**src/rtl/pipelined_addsub_acc_pkg.sv**
```systemverilog
// pipelined_addsub_pkg: operation mode encodings shared by the add/sub/accumulate pipeline
package pipelined_addsub_pkg;
    localparam logic [1:0] MODE_ADD = 2'b00;
    localparam logic [1:0] MODE_SUB = 2'b01;
    localparam logic [1:0] MODE_ACC = 2'b10;
    localparam logic [1:0] MODE_CLR = 2'b11;
endpackage

```
**src/rtl/pipelined_addsub_acc_addsub_sat.sv**
```systemverilog
// addsub_sat: combinational extended add/sub with carry, overflow and optional clamping
module addsub_sat #(
    parameter int WIDTH    = 8,
    parameter bit SIGNED   = 1'b0,
    parameter bit SATURATE = 1'b0
) (
    input  logic [WIDTH-1:0] a,
    input  logic [WIDTH-1:0] b,
    input  logic             sub,
    output logic [WIDTH-1:0] result,
    output logic             carry,
    output logic             ovf
);
    logic [WIDTH:0]   ext_a;
    logic [WIDTH:0]   ext_b;
    logic [WIDTH:0]   sum;
    logic             sgn_ovf;
    logic [WIDTH-1:0] clamp;
    // One extra bit holds the unsigned carry/borrow; signed overflow compares sign bits
    always_comb begin
        ext_a   = {SIGNED & a[WIDTH-1], a};
        ext_b   = {SIGNED & b[WIDTH-1], b};
        sum     = sub ? ext_a - ext_b : ext_a + ext_b;
        sgn_ovf = ((a[WIDTH-1] ^ b[WIDTH-1]) == sub) && (sum[WIDTH-1] != a[WIDTH-1]);
        carry   = !SIGNED && sum[WIDTH];
        ovf     = SIGNED ? sgn_ovf : sum[WIDTH];
        clamp   = SIGNED ? {a[WIDTH-1], {(WIDTH-1){~a[WIDTH-1]}}} : {WIDTH{~sub}};
        result  = (SATURATE && ovf) ? clamp : sum[WIDTH-1:0];
    end
endmodule

```
**src/rtl/pipelined_addsub_acc.sv**
```systemverilog
// pipelined_addsub_acc: two-stage rigid add/sub/accumulate pipeline with valid/ready handshake
module pipelined_addsub_acc
    import pipelined_addsub_pkg::*;
#(
    parameter int WIDTH    = 8,
    parameter bit SIGNED   = 1'b0,
    parameter bit SATURATE = 1'b0
) (
    input  logic             clock,
    input  logic             reset_n,
    input  logic             in_valid,
    output logic             in_ready,
    input  logic [WIDTH-1:0] in_a,
    input  logic [WIDTH-1:0] in_b,
    input  logic [1:0]       in_mode,
    output logic             out_valid,
    input  logic             out_ready,
    output logic [WIDTH-1:0] out_result,
    output logic             out_carry,
    output logic             out_ovf
);
    logic             advance;
    logic             s1_valid;
    logic [WIDTH-1:0] s1_a;
    logic [WIDTH-1:0] s1_b;
    logic [1:0]       s1_mode;
    logic [WIDTH-1:0] acc;
    logic [WIDTH-1:0] op_a;
    logic [WIDTH-1:0] op_b;
    logic [WIDTH-1:0] sum;
    logic             carry;
    logic             ovf;
    logic             is_clr;

    assign advance  = !out_valid || out_ready;
    assign in_ready = advance && reset_n;
    assign is_clr   = s1_mode == MODE_CLR;

    // ACC feeds the running accumulator as the first operand and operand a as the second
    always_comb begin
        op_a = (s1_mode == MODE_ACC) ? acc : s1_a;
        op_b = (s1_mode == MODE_ACC) ? s1_a : s1_b;
    end

    addsub_sat #(.WIDTH(WIDTH), .SIGNED(SIGNED), .SATURATE(SATURATE)) u_addsub (
        .a      (op_a),
        .b      (op_b),
        .sub    (s1_mode == MODE_SUB),
        .result (sum),
        .carry  (carry),
        .ovf    (ovf)
    );

    // Stage 1 captures the offered beat whenever the whole pipeline may move
    always_ff @(posedge clock) begin
        if (!reset_n) begin
            s1_valid <= 1'b0;
            s1_a     <= '0;
            s1_b     <= '0;
            s1_mode  <= MODE_ADD;
        end else if (advance) begin
            s1_valid <= in_valid;
            s1_a     <= in_a;
            s1_b     <= in_b;
            s1_mode  <= in_mode;
        end
    end

    // Stage 2 registers the result; the accumulator updates here so consecutive ACC beats chain
    always_ff @(posedge clock) begin
        if (!reset_n) begin
            out_valid  <= 1'b0;
            out_result <= '0;
            out_carry  <= 1'b0;
            out_ovf    <= 1'b0;
            acc        <= '0;
        end else if (advance) begin
            out_valid <= s1_valid;
            if (s1_valid) begin
                out_result <= is_clr ? '0 : sum;
                out_carry  <= !is_clr && carry;
                out_ovf    <= !is_clr && ovf;
                if (s1_mode == MODE_ACC || is_clr)
                    acc <= is_clr ? '0 : sum;
            end
        end
    end
endmodule

```
**config.mk**
```make
export PLATFORM = sky130hd
export DESIGN_NAME = pipelined_addsub_acc
export DESIGN_NICKNAME = d
export VERILOG_FILES = /design/src/rtl/pipelined_addsub_acc_pkg.sv /design/src/rtl/pipelined_addsub_acc_addsub_sat.sv /design/src/rtl/pipelined_addsub_acc.sv
export SDC_FILE = /design/constraint.sdc
export NUM_CORES = 1
export LEC_CHECK = 0
export CORE_MARGIN = 2
export CORE_UTILIZATION = 51
export CTS_BUF_LIST = sky130_fd_sc_hd__clkbuf_4
export DETAILED_ROUTE_END_ITERATION = 8
export HOLD_SLACK_MARGIN = 0.15
export PLACE_DENSITY = 0.79
export REMOVE_ABC_BUFFERS = 1
export SYNTH_ARGS = -nofsm -noshare
export SYNTH_HDL_FRONTEND = slang
export SYNTH_HIERARCHICAL = 1
export SYNTH_SLANG_ARGS = --single-unit
```
**constraint.sdc**
```tcl
create_clock -name clock -period 3.4 [get_ports clock]
set_clock_uncertainty 0.2 [all_clocks]
set_input_delay 0.34 -clock clock [delete_from_list [all_inputs] [get_ports clock]]
set_output_delay 0.34 -clock clock [all_outputs]
set_load 0.02 [all_outputs]
```
==> flow_summary_export.csv <==
group,metric,value,unit
global_routing,grt_overflow_total,0,
placement,port_buffers,33,
worst_setup_path,start_kind,"flop",
sta,hold_ws,0.266,ns
worst_setup_path,r2r_slack,0.23,ns
final_layout,area_growth,17.8,%
worst_setup_path,crit_family,"adder cells",
drt,routed_wl,4680,um
global_routing,grt_first_pass_wirelength,8180,um
worst_setup_path,cp_slowest_cell,"fa_1",
hold_path,hold-path-endpoint,"out_result[0]",
final_layout,fin_nets,325,
hold_path,hold_path_startpoint,"out_result[0]",
worst_setup_path,endpoint_kind,"flop",
flow_run,maxCapViolations,0,
worst_setup_path,worstPathCellList,"nor2b_4 -> mux2_4 -> inv_1 -> ha_1 -> mux2_2 -> fa_1 -> nor2b_4 -> o2111ai_2 -> nand3b_1 -> xor2_1 -> nand4_1 -> o21ai_0",
synthesis,ys_warn_count,6,
die,core_area,0.00435,mm2
synthesis,syn_area,0.00230,mm2
sta,worstMarginPinSlew,0.519,ns
worst_setup_path,crit_fanout,5,
drt,met3WireLength,133,um
sta,fin_crit_sh,93.2,%
die,die_h,71.1,um
status,status,"completed",
clocking,clock-sinks,38,
global_routing,antenna_found_initial,0,
clocking,clockBufferDepth,2,
clocking,holdBufCountCts,0,
synthesis,yosysTopAreaCell,"dfxtp_1",
final_layout,fillCellCount,376,
sta,max_freq,316,MHz
synthesis,yosysSeqAreaShare,33.1,%
die,die_w,71.1,um
global_routing,grt_pass1_vias,1853,
pwr,power_frac_seq,43.2,%
worst_setup_path,worstSetupPathType,"flop to flop",
die,row_count,24,
hold_path,hold_depth,2,
clocking,clk_latency,0.35,ns
drt,avgRoutedWirePerCell,13.5,um
worst_setup_path,worstPathRequired,3.49,ns
placement,dp.cells,337,
worst_setup_path,rr_worst_depth,12,
synthesis,async_flop_share,0,%
synthesis,yosys.area.top_type_share,33.1,%
worst_setup_path,crit_arrival,3.26,ns
pwr,ir_worst_vdd,0.257,mV
synthesis,syn_area_per_cell,8.73,um2
clocking,cts_inserted_buffers,5,
drt,drt_iter0_drc,114,
die,pin_count,34,
synthesis,synthFlopType,"dfxtp_1",
final_layout,diodes,0,
die,dieArea,0.00505,mm2
drt,drc_errors,0,
sta,setup-violations-final,0,
clocking,cts.reportedPaths.clkPinSlew,0.11,ns
sta,fin_crit,3.17,ns
pwr,internal_power,0.760,mW
sta,slew_viol_final,0,
hold_path,hold_path.class,"flop to flop",
clocking,tritoncts,"yes",
sta,hold_viol_final,0,
drt,maxUsedRoutingLayer,"met4",
synthesis,synth_cells,263,
final_layout,fin_cells,346,
clocking,htreeDepth,2,
drt,antenna_left,0,
drt,avgViaCountPerCell,5.45,
placement,gp_congestion,0.885,
drt,met1_length,2190,um
synthesis,synth_area_leaders,"dfxtp_1 (33%), nand2_1 (10%), mux2_4 (6.5%)",
synthesis,ys_seq_elements,38,
worst_setup_path,r2r_end,"out_result[6]",
worst_setup_path,crit_top_cell,"nor2b_4",
clocking,cts-root-buf,"clkbuf_4",
pwr,pwr-share-clk,20.9,%
pwr,p_switching,0.390,mW
pwr,switching_share,33.9,%
global_routing,grt_start_max_net_pins,45,
pwr,p_per_area,425,mW/mm2
pwr,cellLeakagePower,1.08,nW
drt,vias,1887,
drt,firstDrtPassIters,4,
drt,wl_met2,2290,um
worst_setup_path,max_stage_delay,0.47,ns
synthesis,synth_edf_count,0,
die,initial_core_util,52.7,%
global_routing,grt_usage,20.1,%
sta,slew_headroom,65.4,%
worst_setup_path,r2r_start,"s1_mode[1]",
worst_setup_path,path_buf_inv,1,
placement,dp_hpwl,3370,um
pwr,combPwrFrac,35.8,%
synthesis,ys_types,40,
final_layout,drive_gt1_share,13.6,%
power groups by stage:
stage	logic, mW	clock network (mW)	registers (mW)
2_1_floorplan	0.269	0	0.520
3_3_place_gp	0.397	0	0.506
3_5_place_dp	0.406	0	0.507
4_1_cts	0.409	0.243	0.497
5_1_grt	0.453	0.268	0.502
6_report	0.412	0.241	0.497
metal layers:
metal,up-vias,GRT usage (%)
met5,-,0
met1,888,25.4
met4,0,7.76
li1,964,-
met3,7,4.70
met2,28,33.3
worst reg2reg max path, cell delays in order (launching register included):
cell	delay, ns
dfxtp_2	0.39
nor2b_4	0.23
mux2_4	0.34
inv_1	0.07
ha_1	0.22
mux2_2	0.29
fa_1	0.47
nor2b_4	0.15
o2111ai_2	0.14
nand3b_1	0.15
xor2_1	0.25
nand4_1	0.12
o21ai_0	0.10
registers in the layout, indices dropped and copies added (netlist names):
signal	flops
out_carry	1
s1_mode	2
out_ovf	1
out_valid	1
out_result	8
s1_a	8
acc	8
s1_valid	1
s1_b	8
Yosys cell counts, types with 2 or more instances:
cell type	n
nand2b_1	2
ha_1	9
a21oi_1	4
dfxtp_1	38
xnor2_1	9
inv_1	9
o21a_1	3
buf_2	6
nand3b_1	5
and3_1	2
o21ai_0	14
mux2_2	7
nand2_1	62
xor2_1	3
a21o_1	2
clkbuf_1	7
mux2_4	10
and2_1	2
buf_6	2
nor2b_1	3
nor2_1	8
a21boi_0	19
nand4_1	10
nor3_1	3
mux2i_1	9
placed cells by master, fill, tap and decap left out, drive strengths merged, types with 2 or more instances in the layout:
cell type,Yosys,final
a21boi,20,20
a21o,2,2
a21oi,4,4
a31oi,2,2
and2,2,2
and3,2,2
buf,10,7
clkbuf,7,6
clkdlybuf4s50,0,33
clkinv,0,2
dfxtp,38,38
ha,9,9
inv,9,9
mux2,17,17
mux2i,9,9
nand2,62,62
nand2b,2,2
nand3b,5,5
nand4,10,10
nor2,8,8
nor2b,5,5
nor3,5,5
o2111ai,2,2
o21a,3,3
o21ai,14,14
xnor2,9,9
xor2,3,3
worst max path at each step:
| stage | from | end | slack, ns | depth (start not counted) |
|---|---|---|---|---|
| final | s1_mode[1] | out_result[6] | 0.23 | 12 |
| after global routing | s1_mode[1] | out_result[7] | -0.001 | 13 |
| after CTS | s1_mode[1] | out_result[7] | 0.03 | 13 |
| after detailed placement | s1_mode[1] | out_result[7] | 0.07 | 13 |
| after global placement | s1_mode[1] | out_result[7] | 0.19 | 13 |
| after floorplan | s1_mode[1] | out_carry | -0.06 | 12 |
layout make-up:
cell class / instances / area, um2 / share of cell area [%]
clock buffers: 6 / 45.0 / 1.67
clock inverters: 2 / 8.76 / 0.324
inverters: 9 / 33.8 / 1.25
multi-input cells: 199 / 1400 / 51.8
flip-flops and latches: 38 / 762 / 28.2
well taps: 52 / 65.1 / 2.41
repair buffers: 40 / 390 / 14.4
logic make-up (layout without fill, tap and decap cells):
family                     count (synthesis)  after routing  share of synthesized area (%)
adders and majority gates                 10             10                           5.78
AOI/OAI and AO/OA                         49             49                           15.2
muxes                                     26             26                           13.9
buffers and inverters                     26             57                           6.10
xor gates and xnor gates                  12             12                           4.58
DFF                                       38             38                           33.1
and+or+nand+nor                          102            102                           21.4
through the flow:
stage / instance area (um2) / worst slack (ns) / TNS [ns] / util (%) / power (mW)
2_1_floorplan: 2190 / -0.0619 / -0.127 / - / 0.789
3_3_place_gp: 2630 / 0.194 / 0 / 60.4 / 0.903
3_5_place_dp: 2630 / 0.0746 / 0 / 60.4 / 0.914
4_1_cts: 2680 / 0.0299 / 0 / 61.6 / 1.15
5_1_grt: 2710 / -0.00150 / -0.00150 / 62.1 / 1.22
6_report: 2710 / 0.231 / 0 / 62.1 / 1.15
repair_timing:
item                                   4_1_cts  5_1_grt
resized for setup                            0        4
endpoints found under the hold margin        0        0
setup endpoints to repair                    0        7
buffers inserted                             0        1
Power figures use the tool's default switching activity.
